$ cat config.mk
export PLATFORM = sky130hd
export DESIGN_NAME = mem1_stage_flat
export DESIGN_NICKNAME = d
export VERILOG_FILES = /design/src/rtl/mem1_stage_if.sv /design/src/rtl/mem1_stage.sv /design/src/flat_wrapper.sv
export SDC_FILE = /design/constraint.sdc
export NUM_CORES = 1
export LEC_CHECK = 0
export ABC_CLOCK_PERIOD_IN_PS = 8900
export BUFFER_PORTS_ARGS = -buffer_cell sky130_fd_sc_hd__buf_4
export CAP_MARGIN = 20
export CORE_AREA = 2 2 199 201
export DETAILED_ROUTE_END_ITERATION = 12
export DIE_AREA = 0 0 201 203
export PLACE_DENSITY_LB_ADDON = 0.15
export SLEW_MARGIN = 20
export SYNTH_ARGS = -nofsm -noshare
export SYNTH_HDL_FRONTEND = slang
export SYNTH_SLANG_ARGS = --single-unit
$ cat constraint.sdc
create_clock -name clk -period 8.9 [get_ports clk]
set_clock_uncertainty 0.2 [all_clocks]
set_input_delay 0.89 -clock clk [delete_from_list [all_inputs] [get_ports clk]]
set_output_delay 0.89 -clock clk [all_outputs]
set_load 0.02 [all_outputs]
$ cat src/rtl/mem1_stage_if.sv
// EXE->M1->M2 pipeline handshake, data-memory request channel and hazard/exception
// taps of the first memory stage, grouped for mem1_stage.
interface mem1_stage_if #(
   parameter int ES_TO_M1_BUS_WD = 175,
   parameter int M1_TO_M2_BUS_WD = 176
);
   logic                        es_to_m1s_valid;
   logic [ES_TO_M1_BUS_WD-1:0]  es_to_m1s_bus;
   logic                        m1s_allowin;
   logic                        m2s_allowin;
   logic                        m1s_to_m2s_valid;
   logic [M1_TO_M2_BUS_WD-1:0]  m1s_to_m2s_bus;
   logic                        flush;
   logic                        data_req;
   logic                        data_wr;
   logic [1:0]                  data_size;
   logic [31:0]                 data_addr;
   logic [3:0]                  data_wstrb;
   logic [31:0]                 data_wdata;
   logic                        data_addr_ok;
   logic                        m1s_discard;
   logic [4:0]                  M1_dest;
   logic [31:0]                 M1_result;
   logic                        m1s_load_op;
   logic                        m1s_inst_mfc0;
   logic                        m1s_ex;
   logic                        m1s_inst_eret;
   logic [31:0]                 m1s_stall_cnt;

   modport slave (
      input  es_to_m1s_valid, es_to_m1s_bus, m2s_allowin, flush, data_addr_ok,
      output m1s_allowin, m1s_to_m2s_valid, m1s_to_m2s_bus, data_req, data_wr,
             data_size, data_addr, data_wstrb, data_wdata, m1s_discard, M1_dest,
             M1_result, m1s_load_op, m1s_inst_mfc0, m1s_ex, m1s_inst_eret, m1s_stall_cnt
   );

   modport master (
      output es_to_m1s_valid, es_to_m1s_bus, m2s_allowin, flush, data_addr_ok,
      input  m1s_allowin, m1s_to_m2s_valid, m1s_to_m2s_bus, data_req, data_wr,
             data_size, data_addr, data_wstrb, data_wdata, m1s_discard, M1_dest,
             M1_result, m1s_load_op, m1s_inst_mfc0, m1s_ex, m1s_inst_eret, m1s_stall_cnt
   );
endinterface

$ cat src/rtl/mem1_stage.sv
// First memory stage: registers the EXE bus and issues the data-memory address request.
// Optional stall counter enabled by defining M1_STALL_CNT_EN.
module mem1_stage #(
   parameter int ES_TO_M1_BUS_WD = 175,
   parameter int M1_TO_M2_BUS_WD = 176
) (
   input  logic         clk,
   input  logic         reset,
   mem1_stage_if.slave  m1_if
);

   typedef enum logic [1:0] {S_IDLE, S_WAIT, S_ACPT, S_DRAIN} state_t;

   state_t                      r_state;
   logic                        r_valid_p0;
   logic [ES_TO_M1_BUS_WD-1:0]  r_bus_p0;

   logic        w_load_op, w_mem_we, w_ex, w_mfc0, w_eret;
   logic [11:0] w_mem_inst;
   logic [31:0] w_alu_result;
   logic [4:0]  w_dest;
   logic        w_idle, w_wait, w_acpt, w_drain;
   logic        w_need_mem, w_req, w_ready_go, w_allowin, w_discard, w_hold_bus;
   logic        w_addr_ok, w_flush;

   assign w_load_op    = r_bus_p0[133];
   assign w_mem_we     = r_bus_p0[138];
   assign w_ex         = r_bus_p0[127];
   assign w_eret       = r_bus_p0[120];
   assign w_mfc0       = r_bus_p0[115];
   assign w_mem_inst   = r_bus_p0[82:71];
   assign w_dest       = r_bus_p0[68:64];
   assign w_alu_result = r_bus_p0[63:32];

   assign w_addr_ok = m1_if.data_addr_ok;
   assign w_flush   = m1_if.flush;

   assign w_idle  = (r_state == S_IDLE);
   assign w_wait  = (r_state == S_WAIT);
   assign w_acpt  = (r_state == S_ACPT);
   assign w_drain = (r_state == S_DRAIN);

   // Excepting instructions never touch memory.
   assign w_need_mem = r_valid_p0 & (w_load_op | w_mem_we) & ~w_ex;
   assign w_req      = (w_idle & w_need_mem & ~w_flush) | w_wait | w_drain;
   assign w_ready_go = ~w_need_mem | w_acpt | ((w_idle | w_wait) & w_addr_ok);
   assign w_allowin  = ~w_drain & (~r_valid_p0 | (w_ready_go & m1_if.m2s_allowin));
   assign w_discard  = (w_wait & w_addr_ok & w_flush) | (w_acpt & w_flush)
                     | (w_drain & w_addr_ok);
   // An outstanding, not yet accepted request keeps its fields stable across a flush.
   assign w_hold_bus = w_drain | (w_wait & ~w_addr_ok);

   always_ff @(posedge clk or posedge reset) begin
      if (reset) begin
         r_valid_p0 <= 1'b0;
         r_bus_p0   <= '0;
         r_state    <= S_IDLE;
      end else begin
         if (w_flush)
            r_valid_p0 <= 1'b0;
         else if (w_allowin)
            r_valid_p0 <= m1_if.es_to_m1s_valid;

         if (w_flush) begin
            if (!w_hold_bus)
               r_bus_p0 <= '0;
         end else if (m1_if.es_to_m1s_valid && w_allowin) begin
            r_bus_p0 <= m1_if.es_to_m1s_bus;
         end

         case (r_state)
            S_IDLE: begin
               if (w_req) begin
                  if (!w_addr_ok)
                     r_state <= S_WAIT;
                  else if (!m1_if.m2s_allowin)
                     r_state <= S_ACPT;
               end
            end
            S_WAIT: begin
               if (w_addr_ok)
                  r_state <= (w_flush || m1_if.m2s_allowin) ? S_IDLE : S_ACPT;
               else if (w_flush)
                  r_state <= S_DRAIN;
            end
            S_ACPT: begin
               if (w_flush || m1_if.m2s_allowin)
                  r_state <= S_IDLE;
            end
            S_DRAIN: begin
               if (w_addr_ok)
                  r_state <= S_IDLE;
            end
            default: r_state <= S_IDLE;
         endcase
      end
   end

   assign m1_if.m1s_allowin      = w_allowin;
   assign m1_if.m1s_to_m2s_valid = r_valid_p0 & w_ready_go & ~w_flush;
   assign m1_if.m1s_to_m2s_bus   = {w_need_mem, r_bus_p0};

   assign m1_if.data_req   = w_req;
   assign m1_if.data_wr    = w_mem_we;
   assign m1_if.data_wstrb = w_mem_we ? r_bus_p0[142:139] : 4'b0000;
   assign m1_if.data_wdata = r_bus_p0[174:143];
   assign m1_if.data_size  = (w_mem_inst[2] | w_mem_inst[3] | w_mem_inst[8]) ? 2'd0 :
                             (w_mem_inst[4] | w_mem_inst[5] | w_mem_inst[9]) ? 2'd1 : 2'd2;
   // Unaligned lwl/lwr/swl/swr fetch the enclosing aligned word.
   assign m1_if.data_addr  = {w_alu_result[31:2],
                              (w_mem_inst[6] | w_mem_inst[7] | w_mem_inst[10] | w_mem_inst[11])
                                 ? 2'b00 : w_alu_result[1:0]};

   assign m1_if.m1s_discard   = w_discard;
   assign m1_if.M1_dest       = w_dest & {5{r_valid_p0}};
   assign m1_if.M1_result     = w_alu_result;
   assign m1_if.m1s_load_op   = r_valid_p0 & w_load_op;
   assign m1_if.m1s_inst_mfc0 = r_valid_p0 & w_mfc0;
   assign m1_if.m1s_ex        = r_valid_p0 & w_ex;
   assign m1_if.m1s_inst_eret = r_valid_p0 & w_eret;

`ifdef M1_STALL_CNT_EN
   logic [31:0] r_stall_cnt;
   logic        w_stall;

   assign w_stall = w_wait | w_drain | (w_idle & w_req & ~w_addr_ok);

   always_ff @(posedge clk or posedge reset) begin
      if (reset)
         r_stall_cnt <= '0;
      else if (w_stall && (r_stall_cnt != 32'hFFFF_FFFF))
         r_stall_cnt <= r_stall_cnt + 32'd1;
   end

   assign m1_if.m1s_stall_cnt = r_stall_cnt;
`else
   assign m1_if.m1s_stall_cnt = 32'd0;
`endif

endmodule
$ cat src/flat_wrapper.sv
// flat-port wrapper written by rule: the top's interface ports become plain ports
module mem1_stage_flat 
#(
   parameter int ES_TO_M1_BUS_WD = 175,
   parameter int M1_TO_M2_BUS_WD = 176
)
  (clk, reset, m1_if_es_to_m1s_valid, m1_if_es_to_m1s_bus, m1_if_m2s_allowin, m1_if_flush, m1_if_data_addr_ok, m1_if_m1s_allowin, m1_if_m1s_to_m2s_valid, m1_if_m1s_to_m2s_bus, m1_if_data_req, m1_if_data_wr, m1_if_data_size, m1_if_data_addr, m1_if_data_wstrb, m1_if_data_wdata, m1_if_m1s_discard, m1_if_M1_dest, m1_if_M1_result, m1_if_m1s_load_op, m1_if_m1s_inst_mfc0, m1_if_m1s_ex, m1_if_m1s_inst_eret, m1_if_m1s_stall_cnt);
  mem1_stage_if #(.ES_TO_M1_BUS_WD(ES_TO_M1_BUS_WD), .M1_TO_M2_BUS_WD(M1_TO_M2_BUS_WD)) m1_if_i ();
  input  logic clk;
  input  logic reset;
  input wire logic [$bits(m1_if_i.es_to_m1s_valid)-1:0] m1_if_es_to_m1s_valid;
  input wire logic [$bits(m1_if_i.es_to_m1s_bus)-1:0] m1_if_es_to_m1s_bus;
  input wire logic [$bits(m1_if_i.m2s_allowin)-1:0] m1_if_m2s_allowin;
  input wire logic [$bits(m1_if_i.flush)-1:0] m1_if_flush;
  input wire logic [$bits(m1_if_i.data_addr_ok)-1:0] m1_if_data_addr_ok;
  output wire logic [$bits(m1_if_i.m1s_allowin)-1:0] m1_if_m1s_allowin;
  output wire logic [$bits(m1_if_i.m1s_to_m2s_valid)-1:0] m1_if_m1s_to_m2s_valid;
  output wire logic [$bits(m1_if_i.m1s_to_m2s_bus)-1:0] m1_if_m1s_to_m2s_bus;
  output wire logic [$bits(m1_if_i.data_req)-1:0] m1_if_data_req;
  output wire logic [$bits(m1_if_i.data_wr)-1:0] m1_if_data_wr;
  output wire logic [$bits(m1_if_i.data_size)-1:0] m1_if_data_size;
  output wire logic [$bits(m1_if_i.data_addr)-1:0] m1_if_data_addr;
  output wire logic [$bits(m1_if_i.data_wstrb)-1:0] m1_if_data_wstrb;
  output wire logic [$bits(m1_if_i.data_wdata)-1:0] m1_if_data_wdata;
  output wire logic [$bits(m1_if_i.m1s_discard)-1:0] m1_if_m1s_discard;
  output wire logic [$bits(m1_if_i.M1_dest)-1:0] m1_if_M1_dest;
  output wire logic [$bits(m1_if_i.M1_result)-1:0] m1_if_M1_result;
  output wire logic [$bits(m1_if_i.m1s_load_op)-1:0] m1_if_m1s_load_op;
  output wire logic [$bits(m1_if_i.m1s_inst_mfc0)-1:0] m1_if_m1s_inst_mfc0;
  output wire logic [$bits(m1_if_i.m1s_ex)-1:0] m1_if_m1s_ex;
  output wire logic [$bits(m1_if_i.m1s_inst_eret)-1:0] m1_if_m1s_inst_eret;
  output wire logic [$bits(m1_if_i.m1s_stall_cnt)-1:0] m1_if_m1s_stall_cnt;
  assign m1_if_i.es_to_m1s_valid = m1_if_es_to_m1s_valid;
  assign m1_if_i.es_to_m1s_bus = m1_if_es_to_m1s_bus;
  assign m1_if_i.m2s_allowin = m1_if_m2s_allowin;
  assign m1_if_i.flush = m1_if_flush;
  assign m1_if_i.data_addr_ok = m1_if_data_addr_ok;
  assign m1_if_m1s_allowin = m1_if_i.m1s_allowin;
  assign m1_if_m1s_to_m2s_valid = m1_if_i.m1s_to_m2s_valid;
  assign m1_if_m1s_to_m2s_bus = m1_if_i.m1s_to_m2s_bus;
  assign m1_if_data_req = m1_if_i.data_req;
  assign m1_if_data_wr = m1_if_i.data_wr;
  assign m1_if_data_size = m1_if_i.data_size;
  assign m1_if_data_addr = m1_if_i.data_addr;
  assign m1_if_data_wstrb = m1_if_i.data_wstrb;
  assign m1_if_data_wdata = m1_if_i.data_wdata;
  assign m1_if_m1s_discard = m1_if_i.m1s_discard;
  assign m1_if_M1_dest = m1_if_i.M1_dest;
  assign m1_if_M1_result = m1_if_i.M1_result;
  assign m1_if_m1s_load_op = m1_if_i.m1s_load_op;
  assign m1_if_m1s_inst_mfc0 = m1_if_i.m1s_inst_mfc0;
  assign m1_if_m1s_ex = m1_if_i.m1s_ex;
  assign m1_if_m1s_inst_eret = m1_if_i.m1s_inst_eret;
  assign m1_if_m1s_stall_cnt = m1_if_i.m1s_stall_cnt;
  mem1_stage #(.ES_TO_M1_BUS_WD(ES_TO_M1_BUS_WD), .M1_TO_M2_BUS_WD(M1_TO_M2_BUS_WD)) u_core (.clk(clk), .reset(reset), .m1_if(m1_if_i));
endmodule
# == Yosys cells after proc, flatten, opt, wreduce, memory -nomap -nowiden ==
# Index checks and enable logic that the tools add are counted.
# totals
ff_bits,178
latchBits,0
ramBits,0
rom_bits,0
inputBits,181
out_inout_bits,324
elab_cells,79
n_memories,0
# op_classes
addsub,0
mul,0
n_div,0
magnitude_cmp,0
n_eq_ne,9
n_shift,0
n_mux,18
n_bitwise,42
reduce_logical,7
# ops
operator,n
175-bit 2-to-1 mux,3
2-bit 2-to-1 mux,11
1-bit AND,18
1-bit OR,17
2-bit inequality test (second input constant),4
2-bit case mux with 4 select lines,1
3-bit inequality test (second input constant),2
1-bit NOT,6
5-bit AND,1
5-bit AND reduction,1
2-bit equality test (second input constant),2
4-bit 2-to-1 mux,1
2-bit nonzero test,2
2-bit by 1-bit equality test with 1-bit output (second input constant),1
2-bit logical NOT,1
1-bit 2-to-1 mux,2
2-bit AND reduction,1
1-bit logical AND,1
1-bit logical OR,1

# == Logic depth before layout (Yosys ltp) ==
# depth
ltp_word,12
depth_mapped,6
depth_no_buf,4

# == Least setup slack after synthesis ==
# No wires, ideal clock.
# synth_timing
kind,in2out
from,input port m1_if_data_addr_ok
to,output port m1_if_m1s_to_m2s_valid
t_arrival_ps,1698
required_ps,7810
setup_slack_ps,6112
stages,3
path_buffers,0
path_cell_list,nor2b_2 -> a2111oi_4 -> nor3b_1
# synth_between
elab_chain_cells,4
# synth_lines
element,line_no,text
start: declaration,flat_wrapper.sv:15,input wire logic [$bits(m1_if_i.data_addr_ok)-1:0] m1_if_data_addr_ok;
1-bit AND,mem1_stage.sv:46,assign w_ready_go = ~w_need_mem | w_acpt | ((w_idle | w_wait) & w_addr_ok);
1-bit OR,mem1_stage.sv:46,
1-bit AND (2 in a row),mem1_stage.sv:100,assign m1_if.m1s_to_m2s_valid = r_valid_p0 & w_ready_go & ~w_flush;
end: declaration,flat_wrapper.sv:17,output wire logic [$bits(m1_if_i.m1s_to_m2s_valid)-1:0] m1_if_m1s_to_m2s_valid;
# No other way between the ends.

# == Worst setup path after layout ==
# layout_timing
from,register u_core.r_valid_p0
to,register u_core.r_bus_p0[144]
# layout_between
elab_chain_cells,11
elab_cells_between_ends,12
cone_classes,bitwise: 9; reduce/logical: 3
# layout_lines
element,line_no,text
start: declaration,mem1_stage.sv:15,logic r_valid_p0;
start signal: assignment,mem1_stage.sv:62,r_valid_p0 <= m1_if.es_to_m1s_valid;
1-bit AND (2 in a row),mem1_stage.sv:44,assign w_need_mem = r_valid_p0 & (w_load_op | w_mem_we) & ~w_ex;
1-bit NOT,mem1_stage.sv:46,
1-bit OR (2 in a row),mem1_stage.sv:46,
1-bit AND,mem1_stage.sv:47,assign w_allowin = ~w_drain & (~r_valid_p0 | (w_ready_go & m1_if.m2s_allowin));
1-bit OR (*),mem1_stage.sv:47,
1-bit AND (*),mem1_stage.sv:47,
1-bit logical AND (*),mem1_stage.sv:67,end else if (m1_if.es_to_m1s_valid && w_allowin) begin
2-bit nonzero test (no source line) (*),n/a,
2-bit AND reduction (no source line) (*),n/a,
end signal: assignment,mem1_stage.sv:68,r_bus_p0 <= m1_if.es_to_m1s_bus;
end: declaration,mem1_stage.sv:16,logic [ES_TO_M1_BUS_WD-1:0] r_bus_p0;
# Every way passes the cells marked *; elsewhere a longest branch is shown, timed or not.
# A chain may end at the register's enable or synchronous reset.

==> metrics.csv <==
stage,metric,value,unit
pwr,clkPwrFrac,34.8,%
clock_tree,numCtsBuffers,17,
floorplanning,io_pins,505,
layout,drive_gt1_share,39.8,%
clock_tree,cts-root-buf,clkbuf_16,
floorplanning,die-area,40800,um2
floorplanning,coreArea,38500,um2
synth,yosysSeqAreaShare,48.4,%
pwr,power.net_switching,0.711,mW
routing,detail_route.iter0.violations,239,
layout,area_growth,39.1,%
layout,layout_common_cells,"buf_4 (478), nand2_1 (178), dfrtp_1 (178), inv_1 (176), mux2i_1 (175)",
clock_tree,htreeDepth,4,
routing,wl,28.6,mm
layout,fillCellCount,4019,
sta,fin_crit_sh,39.8,%
pwr,vdd_drop_max,0.126,mV
routing,first_pass_iters,6,
setup_path,arrival,3690,ps
place,portBuffers,472,
pwr,seqPwrFrac,41.1,%
routing,route.detailed.drc,0,
floorplanning,die_x,201,um
global_route,grt_start_max_net_pins,114,
sta,fin_hold_ws,327,ps
synth,ys_ff_latch,178,
sta,worst_pin_slew,1060,ps
run,drv_cap,0,
setup_path,cp-end-kind,register,
sta,layout_min_cycle_time,3540,ps
min_path,hp-class,reg -> reg,
clock_tree,cts_tree,done,
sta,setup_viol,0,
sta,setup_ws,5360,ps
sta,rsz0062_at_grt,false,
routing,viasPerCell,3.80,
setup_path,worst-endpoint-required,9050,ps
floorplanning,fp.dieH,203,um
clock_tree,clk_latency,440,ps
clock_tree,clk_pin_slew,70,ps
setup_path,path_cells,nand2b_1 > a2111oi_4 > nand4b_4 > buf_4 > mux2i_1,
place,gp_congestion,0.746,
setup_path,crit_slowest_cell,buf_4,
global_route,grt_pass1_wl,42.7,mm
synth,synth_warnings,0,
sta,fmax,283,MHz
floorplanning,num_rows,72,
synth,synthCells,919,
floorplanning,initial_utilization,23.9,%
clock_tree,cts.path.max_buffers,2,
setup_path,slowest_delay,860,ps
routing,wl_per_cell,15.8,um
pwr,powerDensity,177,nW/um2
pwr,p_leak,7.92,nW
global_route,antenna_found_initial,2,
clock_tree,cts_num_sinks,178,
layout,layout_commonest_cell,buf_4,
layout,nets,1461,
global_route,grt.total_usage,13.7,%
sta,hold_viol,0,
place,post-place-ws,5290,ps
layout,antenna_cells,0,
setup_path,path_class,reg -> reg,
global_route,overflow,0,
clock_tree,hold_buffers,0,
sta,slew_headroom,29.5,%
synth,synth.distinct_cells,31,
sta,tns,0,ps
clock_tree,post_cts_buffers,0,
global_route,grt_pass1_vias,6973,
place,hpwl,20.9,mm
synth,syn_area,9210,um2
synth,avgSynthCellArea,10.0,um2
setup_path,crit_fanout,58,
sta,drv_slew,0,
pwr,p_comb_share,24.1,%
status,status,"finished, final reports clean",
routing,final_antenna_net_count,0,
setup_path,critPathLaunchType,register,
clock_tree,cts_resized,0,
pwr,p_int,1.56,mW
pwr,p_sw_share,31.4,%
routing,vias,6887,
[final timing paths]
path                                                        from                               end  slack [ps]  cells after the start
worst max register to register     u_core.r_valid_p0$_DFFE_PP0P_  u_core.r_bus_p0[144]$_DFFE_PP0P_        5360                      5
min in group asynchronous                                  reset   u_core.r_bus_p0[49]$_DFFE_PP0P_         390                      2
worst min register to register  u_core.r_bus_p0[118]$_DFFE_PP0P_  u_core.r_bus_p0[118]$_DFFE_PP0P_         330                      2
max in group asynchronous                                  reset  u_core.r_bus_p0[140]$_DFFE_PP0P_        6540                      3
worst max-delay path               u_core.r_valid_p0$_DFFE_PP0P_  u_core.r_bus_p0[144]$_DFFE_PP0P_        5360                      5
worst min-delay path            u_core.r_bus_p0[118]$_DFFE_PP0P_  u_core.r_bus_p0[118]$_DFFE_PP0P_         330                      2
[registers in the layout, indices dropped and copies added (netlist names)]
signal,flops
u_core.r_valid_p0,1
u_core.r_bus_p0,175
u_core.r_state,2
[power by group through the flow]
stage          Clock, mW  Combinational (mW)  Sequential, mW
5_1_grt            0.854               0.587           0.943
6_report           0.788               0.547           0.932
3_5_place_dp           0               0.558           0.948
3_3_place_gp           0               0.556           0.947
4_1_cts            0.821               0.558           0.934
2_1_floorplan          0               0.279            1.01
[Yosys cell counts]
library cell,number,area share [%]
nor4b_1,1,0.095
o41ai_1,1,0.095
inv_2,1,0.041
dfrtp_1,178,48
nor4bb_1,1,0.11
and2_1,15,1.0
a211o_1,1,0.095
buf_8,7,1.1
buf_4,130,11
buf_2,2,0.11
a2111oi_4,1,0.30
nor4_1,2,0.14
nor3_1,4,0.22
buf_12,10,2.2
nor2_1,4,0.16
nand2b_1,1,0.068
buf_1,3,0.12
nor3b_1,1,0.082
nor2b_1,1,0.068
a21boi_0,1,0.082
o22ai_1,1,0.068
nor2b_2,1,0.095
nand4b_4,1,0.26
nand2_1,178,7.3
inv_1,177,7.2
clkbuf_1,15,0.61
a21o_1,2,0.16
a21oi_1,2,0.11
mux2i_1,175,19
o21ai_2,1,0.095
conb_1,1,0.041
[layout make-up]
cell class / instances / area (um2) / area share [%]
Tap cell: 518 / 648 / 5.06
Multi-Input combinational cell: 427 / 2850 / 22.3
Timing Repair Buffer: 478 / 3590 / 28.0
Clock inverter: 13 / 161 / 1.26
Inverter: 178 / 676 / 5.27
Clock buffer: 19 / 433 / 3.38
Sequential cell: 178 / 4450 / 34.8
[cell families after synthesis]
family	share of synthesized area (%)
buffers and inverters	22.0
other	0.0407
AND/OR/NAND/NOR	9.56
flip-flops	48.4
multiplexers	19.0
AO/OA/AOI/OAI	1.01
[critical path: cells and delay by family, from the launching register on]
family          cells  cell delay [ps]
simple gates        2              820
buf+inv             1              860
compound gates      1              430
mux                 1              280
flops               1              760
[per-layer routing]
| metal | global-route usage (%) | part of all wire [%] | wire length, um |
|---|---|---|---|
| met5 | 0 | 0.084 | 24 |
| met4 | 3.44 | 1.0 | 288 |
| met3 | 4.67 | 7.1 | 2030 |
| met2 | 22.7 | 50 | 14300 |
| met1 | 17.2 | 42 | 12000 |
[metrics by stage]
stage | area (um2) | std cells | total power [mW] | utilization [%]
after global placement | 12200 | 1779 | 1.50 | 31.8
after global routing | 12800 | 1811 | 2.38 | 33.3
after detailed placement | 12200 | 1779 | 1.51 | 31.8
final | 12800 | 1811 | 2.27 | 33.3
after floorplan | 9330 | 950 | 1.29 | -
after CTS | 12800 | 1811 | 2.31 | 33.3
Power figures use the tool's default switching activity.
